## config.mk

```make
export PLATFORM = sky130hd
export DESIGN_NAME = psum_accumulator_flat
export DESIGN_NICKNAME = d
export VERILOG_FILES = /design/src/rtl/psum_accumulator_if.sv /design/src/rtl/psum_accumulator.sv /design/src/flat_wrapper.sv
export SDC_FILE = /design/constraint.sdc
export NUM_CORES = 1
export LEC_CHECK = 0
export BUFFER_PORTS_ARGS = -buffer_cell sky130_fd_sc_hd__buf_2
export CAP_MARGIN = 10
export CORE_ASPECT_RATIO = 0.6
export CORE_MARGIN = 2
export CORE_UTILIZATION = 55
export DETAILED_ROUTE_END_ITERATION = 8
export PLACE_DENSITY = 0.76
export REMOVE_ABC_BUFFERS = 1
export SLEW_MARGIN = 30
export SYNTH_ARGS = -nofsm -noshare
export SYNTH_HDL_FRONTEND = slang
export SYNTH_SLANG_ARGS = --single-unit
export TNS_END_PERCENT = 1
```

## constraint.sdc

```tcl
create_clock -name clk -period 10.2 [get_ports clk]
set_clock_uncertainty 0.1 [all_clocks]
set_input_delay 1.53 -clock clk [delete_from_list [all_inputs] [get_ports clk]]
set_output_delay 1.53 -clock clk [all_outputs]
set_load 0.02 [all_outputs]
```

## src/rtl/psum_accumulator_if.sv

```systemverilog
// -----------------------------------------------------------------------------
// psum_accumulator_if
// Data path between the fusion unit, the partial-sum accumulator and the
// output buffer.
//   psum_valid  : psum_in carries a valid beat this cycle
//   psum_in     : packed partial sums, 4*COL_WIDTH bits
//   acc_out     : per-lane totals, lane k at [k*ACC_WIDTH +: ACC_WIDTH]
//   out_valid   : acc_out holds a completed job
//   out_ready   : downstream accepts acc_out
// master = producer of psum beats and consumer of results; slave = accumulator.
// -----------------------------------------------------------------------------
interface psum_accumulator_if #(
  parameter int COL_WIDTH = 13,
  parameter int ACC_WIDTH = 64
);
  logic                     psum_valid;
  logic [4*COL_WIDTH-1:0]   psum_in;
  logic [4*ACC_WIDTH-1:0]   acc_out;
  logic                     out_valid;
  logic                     out_ready;

  modport master (
    output psum_valid, psum_in, out_ready,
    input  acc_out, out_valid
  );

  modport slave (
    input  psum_valid, psum_in, out_ready,
    output acc_out, out_valid
  );
endinterface

```

## src/rtl/psum_accumulator.sv

```systemverilog
// -----------------------------------------------------------------------------
// psum_accumulator
// Consumer end of the fusion unit's packed partial-sum output. Each valid
// beat is unpacked into 1, 2 or 4 unsigned lanes (chosen by the weight width
// latched at job start) and added into per-lane accumulators. After acc_len
// valid beats the totals are presented on a valid/ready handshake.
// Ports:
//   clk, rst      : rising-edge clock, asynchronous active-high reset
//   start         : begin a job (IDLE, or DONE while out_ready is high)
//   acc_len       : valid beats per job, sampled on accepted start
//   weight_width  : lane mode code, sampled on accepted start
//   bus (slave)   : psum_valid/psum_in in, acc_out/out_valid out, out_ready in
//   busy          : high while accumulating
//   overflow      : sticky per job, any lane carried out of ACC_WIDTH
// -----------------------------------------------------------------------------
module psum_accumulator #(
  parameter int COL_WIDTH = 13,
  parameter int ACC_WIDTH = 64
) (
  input  logic                 clk,
  input  logic                 rst,
  input  logic                 start,
  input  logic [7:0]           acc_len,
  input  logic [3:0]           weight_width,
  psum_accumulator_if.slave    bus,
  output logic                 busy,
  output logic                 overflow
);

  localparam int PSUM_W = 4 * COL_WIDTH;
  // One guard bit above the wider of accumulator and lane so the carry-out
  // is visible even in narrow-accumulator builds.
  localparam int SUM_W  = ((ACC_WIDTH > PSUM_W) ? ACC_WIDTH : PSUM_W) + 1;

  typedef enum logic [1:0] {S_IDLE, S_ACCUM, S_DONE} state_e;
  typedef enum logic [1:0] {MODE_4L, MODE_2L, MODE_1L} mode_e;
  typedef logic [ACC_WIDTH-1:0] acc_t;

  state_e          state_q, state_d;
  mode_e           mode_q,  mode_d;
  logic [7:0]      len_q,   len_d;
  logic [7:0]      cnt_q,   cnt_d;
  acc_t [3:0]      acc_q,   acc_d;
  logic            ovf_q,   ovf_d;

  logic [3:0][PSUM_W-1:0] lane;
  logic [3:0][SUM_W-1:0]  sum;
  logic [3:0]             carry;
  logic                   start_ok;
  logic                   load_job;

  function automatic mode_e decode_mode(input logic [3:0] ww);
    case (ww)
      4'b1000: return MODE_1L;
      4'b0100: return MODE_2L;
      default: return MODE_4L;
    endcase
  endfunction

  // Lane unpack; lanes not used by the current mode stay zero.
  always_comb begin
    lane = '0;
    case (mode_q)
      MODE_1L: lane[0] = bus.psum_in;
      MODE_2L: begin
        lane[0] = PSUM_W'(bus.psum_in[2*COL_WIDTH-1:0]);
        lane[1] = PSUM_W'(bus.psum_in[PSUM_W-1:2*COL_WIDTH]);
      end
      default: begin
        for (int k = 0; k < 4; k++) begin
          lane[k] = PSUM_W'(bus.psum_in[k*COL_WIDTH +: COL_WIDTH]);
        end
      end
    endcase
  end

  always_comb begin
    for (int k = 0; k < 4; k++) begin
      sum[k]   = SUM_W'(acc_q[k]) + SUM_W'(lane[k]);
      carry[k] = |sum[k][SUM_W-1:ACC_WIDTH];
    end
  end

  assign start_ok = start && (acc_len != 8'd0);

  always_comb begin
    // NOTE: every _d gets its hold value first, so no path through this
    // block can leave a signal unassigned and infer a latch.
    state_d  = state_q;
    mode_d   = mode_q;
    len_d    = len_q;
    cnt_d    = cnt_q;
    acc_d    = acc_q;
    ovf_d    = ovf_q;
    load_job = 1'b0;

    case (state_q)
      S_IDLE: begin
        if (start_ok) begin
          load_job = 1'b1;
          state_d  = S_ACCUM;
        end
      end
      S_ACCUM: begin
        if (bus.psum_valid) begin
          for (int k = 0; k < 4; k++) acc_d[k] = sum[k][ACC_WIDTH-1:0];
          ovf_d = ovf_q | (|carry);
          cnt_d = cnt_q + 8'd1;
          if (cnt_q + 8'd1 == len_q) state_d = S_DONE;
        end
      end
      S_DONE: begin
        // Handshake completes on out_ready; a simultaneous start chains
        // straight into the next job without passing through IDLE.
        if (bus.out_ready) begin
          if (start_ok) begin
            load_job = 1'b1;
            state_d  = S_ACCUM;
          end else begin
            state_d  = S_IDLE;
          end
        end
      end
      default: state_d = S_IDLE;
    endcase

    if (load_job) begin
      acc_d  = '0;
      ovf_d  = 1'b0;
      cnt_d  = 8'd0;
      len_d  = acc_len;
      mode_d = decode_mode(weight_width);
    end
  end

  // NOTE: the accumulator lanes are ordinary flops, not a RAM, so they are
  // reset along with the rest of the state and acc_out reads 0 after reset.
  always_ff @(posedge clk or posedge rst) begin
    if (rst) begin
      // NOTE: non-blocking assignments throughout sequential logic keep every
      // flop sampling pre-edge values regardless of statement order.
      state_q <= S_IDLE;
      mode_q  <= MODE_4L;
      len_q   <= 8'd0;
      cnt_q   <= 8'd0;
      acc_q   <= '0;
      ovf_q   <= 1'b0;
    end else begin
      state_q <= state_d;
      mode_q  <= mode_d;
      len_q   <= len_d;
      cnt_q   <= cnt_d;
      acc_q   <= acc_d;
      ovf_q   <= ovf_d;
    end
  end

  // All outputs are decoded straight from registers.
  assign bus.acc_out   = acc_q;
  assign bus.out_valid = (state_q == S_DONE);
  assign busy          = (state_q == S_ACCUM);
  assign overflow      = ovf_q;

endmodule

```

## src/flat_wrapper.sv

```systemverilog
// flat-port wrapper written by rule: the top's interface ports become plain ports
module psum_accumulator_flat 
#(
  parameter int COL_WIDTH = 13,
  parameter int ACC_WIDTH = 64
)
  (clk, rst, start, acc_len, weight_width, busy, overflow, bus_psum_valid, bus_psum_in, bus_out_ready, bus_acc_out, bus_out_valid);
  psum_accumulator_if #(.COL_WIDTH(COL_WIDTH), .ACC_WIDTH(ACC_WIDTH)) bus_i ();
  input  logic clk;
  input  logic rst;
  input  logic start;
  input  logic [7:0] acc_len;
  input  logic [3:0] weight_width;
  output logic busy;
  output logic overflow;
  input wire logic [$bits(bus_i.psum_valid)-1:0] bus_psum_valid;
  input wire logic [$bits(bus_i.psum_in)-1:0] bus_psum_in;
  input wire logic [$bits(bus_i.out_ready)-1:0] bus_out_ready;
  output wire logic [$bits(bus_i.acc_out)-1:0] bus_acc_out;
  output wire logic [$bits(bus_i.out_valid)-1:0] bus_out_valid;
  assign bus_i.psum_valid = bus_psum_valid;
  assign bus_i.psum_in = bus_psum_in;
  assign bus_i.out_ready = bus_out_ready;
  assign bus_acc_out = bus_i.acc_out;
  assign bus_out_valid = bus_i.out_valid;
  psum_accumulator #(.COL_WIDTH(COL_WIDTH), .ACC_WIDTH(ACC_WIDTH)) u_core (.clk(clk), .rst(rst), .start(start), .acc_len(acc_len), .weight_width(weight_width), .bus(bus_i), .busy(busy), .overflow(overflow));
endmodule
```

==> results.toml, run 1 <==
[finish]
drive_gt1_share_pct = 16.7
nNetsFinal = 2675
finalCoreUtilization_pct = 64.7
area_growth_pct = 15.4

[sta]
rsz0062_at_grt = "no"
maxSlewHeadroom_pct = 35.7
timing.final.ws_setup_ns = 4.96
period_minus_slack_ns = 5.24
hold_slack_ns = 0.406
tightest_slew_ns = 0.964
clock.fmax_mhz = 191
timing.final.crit_share_pct = 51.4
slew_violations = 0
fin_tns_setup_ns = 0
finalSetupViolCount = 0
hold_violations = 0

[worst_setup_path]
reg2regPathDepth = 18
critical_path_class = "reg -> reg"
rr_startpoint = "u_core.mode_q[0]$_DFFE_PP0P_"
start_kind = "flip-flop"
critical_path_arrival_ns = 5.64
r2r_slack_ns = 4.96
cpPeakStageDelay_ns = 0.78
r2r_end = "u_core.bus.acc_out[116]$_DFFE_PP0P_"
cp_slowest_cell = "nor2b_1"
critPathBufInv = 4
path_cells = "inv_1 > ha_1 > buf_4 > nor2b_1 > a22o_1 > ha_1 > inv_1 > fa_1 > nor2b_1 > o21a_1 > o2111ai_1 > a31oi_1 > nand4_1 > a21boi_1 > buf_4 > o211ai_1 > or4_1 > a21oi_1"
cp_max_fo = 42
critPathTopFamily = "simple AND/OR/NAND/NOR gates"
worstPathRequired_ns = 10.60
endpoint_kind = "flip-flop"
path_depth = 18

[yosys]
synth_xor_xnor_area_share_pct = 8.54
synth_top_family_by_area = "simple AND/OR/NAND/NOR gates"
yosys.area.top_type = "dfrtp_1"
synth_flop_cell = "dfrtp_1"
synth_simple_gate_area_share_pct = 24.0
syn_avg_cell_area_um2 = 8.51
yosysSeqAreaShare_pct = 36.6
synth.top_cell.area_share_pct = 36.6
synth-edff-count = 0
synthTopCellsByCount = "277 x dfrtp_1, 260 x nand2_1, 189 x o21ai_0"
synth_compound_area_share_pct = 19.5
synthTopCellsByArea = "dfrtp_1 37%, ha_1 7.1%, nand2_1 5.1%"
ys_types = 80
yosys_warnings = 0
yosysMostFrequentCell = "dfrtp_1"
async_flop_share_pct = 100
synthesis.area_mm2 = 0.0190
syn_inst = 2228
synth_fa_ha_area_share_pct = 7.48
synth_mux_area_share_pct = 0.897
ys_ff_latch = 277

[run_status]
status = "finished, final reports clean"

[place]
port_buffers = 327
dp_hpwl_mm = 46.3
dp_slack_ns = 5.03
place.gp.congestion = 0.982

[detailed_routing]
drtIter0Drc = 2164
wl_per_cell_um = 21.1
ant_nets = 0
vias_per_cell = 6.17
wl_mm = 62.9
drcViolationCount = 0
num_vias = 18400
drt_first_pass_iters = 5

[floorplanning]
die_area_mm2 = 0.0360
dieHeight_um = 148
num_rows = 52
core_area_mm2 = 0.0338
start_util_pct = 56.1
ios = 328
fp.dieW_um = 244

[clock_network]
ctsHoldBuffers = 0
cts.repair.resized = 0
cts-buffers-inserted = 29
postCtsSetupBuffers = 0
clk_path_buf_depth = 3
clk_pin_slew_ns = 0.07
cts_tree = "built"
cts_root_buffer = "clkbuf_16"
clk_latency_ns = 0.59
cts.sinks = 277
cts_htree_levels = 1

[pwr]
p_leak_nw = 10.6
fin_total_pwr_mw = 5.31
power.density_mw_per_mm2 = 243
ir_worst_vdd_v = 0.000174

[grt]
grt_max_degree = 158
groute.usage.overall_pct = 34.5
grt_pass1_vias = 17200
use_met2_pct = 48.5
antenna_found_initial = 3
grt_pass1_wl_mm = 99.3
grtUsageMet1_pct = 54.3
grt-busiest-layer = "met1"
use_met3_pct = 5.95
overflow = 0

[worst_hold_path]
hold_class = "reg -> reg"
hold_depth = 1
hp-start = "u_core.bus.acc_out[55]$_DFFE_PP0P_"
hold_path_end = "u_core.bus.acc_out[55]$_DFFE_PP0P_"

[job]
drv_cap = 0
==> worst register-to-register path, cell delays in order (launching register included) <==
cell and delay (ns):
dfrtp_1 0.35, inv_1 0.06, ha_1 0.28, buf_4 0.26
nor2b_1 0.79, a22o_1 0.25, ha_1 0.19, inv_1 0.06
fa_1 0.39, nor2b_1 0.13, o21a_1 0.14, o2111ai_1 0.15
a31oi_1 0.34, nand4_1 0.18, a21boi_1 0.18, buf_4 0.21
o211ai_1 0.32, or4_1 0.61, a21oi_1 0.18
==> through the flow <==
step                      instance area, um2  instances
after global placement                 20900       2923
final                                  21900       2977
after global routing                   21900       2976
after detailed placement               20900       2923
after CTS                              21900       2975
after floorplan                        18500       2122
==> state kept, by name, indices dropped and copies added, names as in the netlist <==
name / flops
u_core.state_q: 2
u_core.len_q: 8
u_core.cnt_q: 8
u_core.mode_q: 2
u_core.bus.acc_out: 256
u_core.overflow: 1
==> cell type report <==
cell class	instances	area, um2
diodes	2	5.00
clock buffers	41	811
well taps	459	574
clock inverters	11	170
flip-flops and latches	277	6930
multi-input cells	1804	11500
repair buffers	342	1760
fillers	2908	11900
inverters	41	166
==> routing by layer <==
layer	wire, um	up-vias	part of all wire (%)
li1	-	8565	-
met1	29800	8862	47
met2	25800	849	41
met3	5730	88	9.1
met4	1560	0	2.5
met5	0	-	0
==> cells in the final DEF, fill, tap and decap left out, drive strengths merged, types with 7 or more instances in the layout <==
| cell type | instances |
|---|---|
| inv | 41 |
| a2111oi | 8 |
| a21o | 41 |
| o21ai | 204 |
| o21a | 10 |
| a31oi | 20 |
| a211oi | 16 |
| and4 | 18 |
| o21bai | 16 |
| nand2 | 260 |
| a22o | 14 |
| clkbuf | 41 |
| a21oi | 142 |
| nand4 | 55 |
| buf | 342 |
| or3 | 28 |
| a31o | 7 |
| nor3 | 25 |
| xnor2 | 81 |
| nor4 | 12 |
| nand2b | 23 |
| nor2b | 13 |
| nand3 | 131 |
| mux2i | 17 |
| nor2 | 176 |
| and3 | 47 |
| clkinv | 7 |
| xor2 | 104 |
| o211ai | 16 |
| o31ai | 18 |
| and2 | 91 |
| or4 | 14 |
| ha | 107 |
| o2111ai | 13 |
| dfrtp | 277 |
==> how the worst max path moves through the flow <==
stage,startpoint,to
after CTS,u_core.mode_q[0]$_DFFE_PP0P_,u_core.bus.acc_out[116]$_DFFE_PP0P_
after floorplan,rst,u_core.bus.acc_out[0]$_DFFE_PP0P_
after global placement,bus_psum_in[0],u_core.overflow$_DFFE_PP0P_
after global routing,u_core.mode_q[0]$_DFFE_PP0P_,u_core.bus.acc_out[116]$_DFFE_PP0P_
after detailed placement,bus_psum_in[0],u_core.overflow$_DFFE_PP0P_
final,u_core.mode_q[0]$_DFFE_PP0P_,u_core.bus.acc_out[116]$_DFFE_PP0P_
==> kinds of logic (layout without fill, tap and decap cells) <==
| family | after synthesis | count (layout) |
|---|---|---|
| flops | 277 | 277 |
| buf+inv | 147 | 435 |
| other cells | 0 | 2 |
| mux | 17 | 17 |
| xor+xnor | 185 | 185 |
| compound gates | 579 | 579 |
| fa+ha+maj | 111 | 111 |
| simple gates | 912 | 912 |
==> report_power, final <==
| group | switching [mW] | internal (mW) | leakage, nW |
|---|---|---|---|
| Sequential | 0.221 | 1.32 | 3.73 |
| Clock | 0.483 | 0.655 | 0.485 |
| Combinational | 1.69 | 0.944 | 6.37 |
| Total | 2.40 | 2.92 | 10.6 |
Note: power is estimated with default switching activity, not from simulation.
==> run 2: changes to the inputs <==
Clock period 10.2 ns to 4.9 ns, I/O delays scaled along.
==> results.toml, run 2 (synthesized netlist as in run 1, its figures left out) <==
[worst_setup_path]
r2r_end = "u_core.bus.acc_out[116]$_DFFE_PP0P_"
cp_max_fo = 16
cpPeakStageDelay_ns = 0.60
start_kind = "flip-flop"
r2r_slack_ns = 0.34
critical_path_class = "reg -> reg"
critPathBufInv = 3
cp_slowest_cell = "or4_1"
rr_startpoint = "u_core.mode_q[0]$_DFFE_PP0P_"
path_cells = "inv_1 > ha_1 > buf_4 > nor2b_1 > a22o_1 > ha_1 > inv_1 > fa_1 > nor2b_1 > o21a_1 > o2111ai_1 > a31oi_1 > nand4_1 > a21boi_1 > o211ai_1 > or4_1 > a21oi_1"
critical_path_arrival_ns = 4.96
worstPathRequired_ns = 5.30
endpoint_kind = "flip-flop"
critPathTopFamily = "compound AO/OA/AOI/OAI gates"
reg2regPathDepth = 17

[detailed_routing]
drt-met1-wl_mm = 30.2
wl_per_cell_um = 21.1
routed.top_layer = "met4"
drcViolationCount = 0
drt_first_pass_iters = 5
num_vias = 18500
drtIter0Drc = 2048
ant_nets = 0
vias_per_cell = 6.19
wl_mm = 63.0
wl_met2_mm = 25.7
wl_met3_mm = 5.51

[floorplanning]
ios = 328
fp.dieW_um = 244
num_rows = 52
start_util_pct = 56.1
die_area_mm2 = 0.0360
dieHeight_um = 148
core_area_mm2 = 0.0338

[pwr]
ir_worst_vdd_v = 0.000430
p_leak_nw = 10.6
power.density_mw_per_mm2 = 506

[finish]
largest_register_ffs = 256
area_growth_pct = 15.8
final_cell_mix = "327 x buf_2, 277 x dfrtp_1, 259 x nand2_1"
fin_area_mm2 = 0.0220
finalCoreUtilization_pct = 64.9
layout_commonest_cell = "buf_2"
drive_gt1_share_pct = 17.0
nNetsFinal = 2686
fillers = 2911

[place]
dpl-instance-area_mm2 = 0.0210
dp_hpwl_mm = 47.0
port_buffers = 327
place.gp.congestion = 0.965
dp_slack_ns = 0.404

[sta]
hold_slack_ns = 0.209
slew_violations = 0
clock.fmax_mhz = 219
hold_violations = 0
fin_tns_setup_ns = 0
period_minus_slack_ns = 4.56
rsz0062_at_grt = "no"
timing.final.ws_setup_ns = 0.338
finalSetupViolCount = 0
tightest_slew_ns = 0.839
timing.final.crit_share_pct = 93.1
maxSlewHeadroom_pct = 43.2

[clock_network]
cts_root_buffer = "clkbuf_16"
cts_tree = "built"
clk_latency_ns = 0.59
cts.sinks = 277
cts-buffers-inserted = 29
cts_htree_levels = 1
clk_path_buf_depth = 3
clk_pin_slew_ns = 0.07

[grt]
grt_pass1_vias = 16800
grt_max_degree = 151
grt_pass1_wl_mm = 97.2
overflow = 0
antenna_found_initial = 5
groute.usage.overall_pct = 33.9

[run_status]
status = "finished, final reports clean"

[job]
drv_cap = 0

[worst_hold_path]
hold_class = "in -> async"
-- run 2: changes by cell type in the layout (fill, tap and decap cells not counted), sizes merged --
cell / change
buf: +11
clkinv: -3
clkbuf: -2
clkinvlp: +1
diode: -1
inv: +1
-- run 2: how the worst max path moves through the flow --
stage,start,endpoint,slack [ns],depth (start not counted)
after global placement,u_core.mode_q[0]$_DFFE_PP0P_,u_core.bus.acc_out[58]$_DFFE_PP0P_,0.36,14
after global routing,u_core.mode_q[0]$_DFFE_PP0P_,u_core.bus.acc_out[116]$_DFFE_PP0P_,0.03,17
after floorplan,rst,u_core.bus.acc_out[0]$_DFFE_PP0P_,-3.57,1
after CTS,u_core.mode_q[0]$_DFFE_PP0P_,u_core.bus.acc_out[58]$_DFFE_PP0P_,0.36,14
final,u_core.mode_q[0]$_DFFE_PP0P_,u_core.bus.acc_out[116]$_DFFE_PP0P_,0.34,17
after detailed placement,u_core.mode_q[0]$_DFFE_PP0P_,u_core.bus.acc_out[58]$_DFFE_PP0P_,0.40,14
-- run 2: final cells by class --
class / count / area [um2] / share of cell area (%)
tap: 459 / 574 / 2.61
timing repair buffer: 353 / 1860 / 8.45
sequential: 277 / 6930 / 31.6
antenna: 1 / 2.50 / 0.0114
clock inverter: 10 / 171 / 0.780
inverter: 41 / 161 / 0.735
clock buffer: 39 / 803 / 3.66
multi-input combinational: 1804 / 11500 / 52.2
-- run 2: what timing repair did --
item,CTS,global route
buffers inserted,0,0
hold buffers,0,0
hold endpoints to repair,0,0
gates resized for setup,0,1
setup endpoints to repair,0,1
-- run 2: metrics by stage --
step           total power, mW  std cells
6_report                  11.1       2984
5_1_grt                   11.8       2984
4_1_cts                   11.0       2983
3_5_place_dp              8.66       2934
3_3_place_gp              8.50       2934
2_1_floorplan             6.95       2122
-- run 2: routing by layer --
layer  track usage, %  vias up
met5                0        -
met4             8.84        0
met3             5.76       96
met2             46.5      845
met1             54.4     8943
li1                 -     8596
-- run 2: where the power goes --
group / total [mW] / internal (mW) / switching, mW / leakage, nW
Sequential: 3.20 / 2.74 / 0.455 / 3.73
Combinational: 5.56 / 2.00 / 3.57 / 6.43
Clock: 2.36 / 1.36 / 1.00 / 0.476
==> run 3: changes to the inputs <==
Settings changed: PLACE_DENSITY 0.76 to 0.78.
Clock period 4.9 ns to 4.45 ns, I/O delays scaled along.
==> results.toml, run 3 (synthesized netlist as in run 1, its figures left out) <==
[finish]
drive_gt1_share_pct = 17.7
layout_commonest_cell = "buf_2"
fin_area_mm2 = 0.0221
nNetsFinal = 2701
largest_register_ffs = 256
area_growth_pct = 16.7
final_cell_mix = "327 x buf_2, 277 x dfrtp_1, 259 x nand2_1"

[detailed_routing]
drt_first_pass_iters = 8
drcViolationCount = 0
wl_met3_mm = 5.82
drt-met1-wl_mm = 30.4
drtIter0Drc = 2045
routed.top_layer = "met4"
vias_per_cell = 6.28
num_vias = 18800
wl_met2_mm = 26.8
ant_nets = 0
wl_mm = 64.7
wl_per_cell_um = 21.5

[place]
port_buffers = 327
dp_hpwl_mm = 48.1
dpl-instance-area_mm2 = 0.0211
place.gp.congestion = 1.05
dp_slack_ns = 0.178

[worst_setup_path]
worstSetupStartpoint = "u_core.mode_q[0]$_DFFE_PP0P_"
critical_path_arrival_ns = 4.67
endpoint_kind = "flip-flop"
r2r_slack_ns = 0.18
rr_startpoint = "u_core.mode_q[0]$_DFFE_PP0P_"
cp_max_fo = 26
start_kind = "flip-flop"
critical_path_class = "reg -> reg"
reg2regPathDepth = 15
worstPathRequired_ns = 4.85
r2r_end = "u_core.bus.acc_out[63]$_DFFE_PP0P_"

[clock_network]
cts.sinks = 277
ctsHoldBuffers = 0
clk_path_buf_depth = 3
clk_latency_ns = 0.58
cts_root_buffer = "clkbuf_16"
cts_htree_levels = 1
cts-buffers-inserted = 29
clk_pin_slew_ns = 0.06
cts_tree = "built"

[grt]
overflow = 0
antenna_found_initial = 1
groute.usage.overall_pct = 35.1
grt_pass1_wl_mm = 100
grt_max_degree = 182
grt_pass1_vias = 17400

[run_status]
status = "finished, final reports clean"

[sta]
timing.final.ws_setup_ns = 0.179
hold_violations = 0
finalSetupViolCount = 0
tightest_slew_ns = 0.827
period_minus_slack_ns = 4.27
hold_slack_ns = 0.120
timing.final.crit_share_pct = 96.0
clock.fmax_mhz = 234
slew_violations = 0
maxSlewHeadroom_pct = 44.9

[job]
drv_cap = 0

[floorplanning]
dieHeight_um = 148
start_util_pct = 56.1
fp.dieW_um = 244
ios = 328
die_area_mm2 = 0.0360
num_rows = 52
core_area_mm2 = 0.0338

[pwr]
ir_worst_vdd_v = 0.000381
power.density_mw_per_mm2 = 556
p_leak_nw = 10.7

[worst_hold_path]
hold_class = "in -> async"
==> run 3: cell type report <==
cell class / count / area (um2)
fillers: 2875 / 11700
multi-input cells: 1804 / 11500
flip-flops and latches: 277 / 6930
repair buffers: 368 / 2010
clock buffers: 44 / 892
well taps: 459 / 574
inverters: 41 / 161
clock inverters: 7 / 92.6
diodes: 1 / 2.50
==> run 3: worst max-delay path by stage <==
stage                                          endpoint  cells past startpoint
floorplan             u_core.bus.acc_out[0]$_DFFE_PP0P_                      1
global placement    u_core.bus.acc_out[116]$_DFFE_PP0P_                     16
detailed placement  u_core.bus.acc_out[116]$_DFFE_PP0P_                     16
CTS                 u_core.bus.acc_out[116]$_DFFE_PP0P_                     16
global route        u_core.bus.acc_out[116]$_DFFE_PP0P_                     16
finish               u_core.bus.acc_out[63]$_DFFE_PP0P_                     15
==> run 3: metal layers <==
layer,GRT usage (%),vias to the layer above
met1,54.9,9172
met2,50.0,947
met4,9.05,0
met5,0,-
li1,-,8617
met3,5.68,99
==> run 3: critical path, stage by stage (launching register included) <==
cell       delay (ns)
dfrtp_1          0.35
inv_1            0.07
ha_1             0.34
buf_4            0.19
nor2b_1          0.06
buf_4            0.21
and2_1           0.19
ha_1             0.42
and3_1           0.22
nand4_1          0.16
or3_1            0.39
nand3b_4         0.19
a2111oi_4        0.53
o211ai_4         0.16
a211oi_1         0.40
mux2i_1          0.22
==> run 3: timing repair <==
item	CTS	global route
gates resized for setup	0	3
setup buffers	0	2
endpoints found under the setup margin	0	14
==> run 3: through the flow <==
step | TNS (ns) | std cells | utilization, % | total power [mW]
after floorplan | -1337.81 | 2122 | - | 7.66
after global placement | 0 | 2946 | 62.4 | 9.42
after detailed placement | 0 | 2947 | 62.4 | 9.62
after CTS | 0 | 2998 | 65.3 | 12.2
after global routing | -0.0467 | 3001 | 65.4 | 13.1
final | 0 | 3001 | 65.4 | 12.3
==> run 3: power by group <==
part | total (mW) | internal, mW | leakage (nW) | switching, mW
Clock | 2.58 | 1.49 | 0.490 | 1.09
Combinational | 6.22 | 2.24 | 6.52 | 3.98
Sequential | 3.52 | 3.02 | 3.73 | 0.503
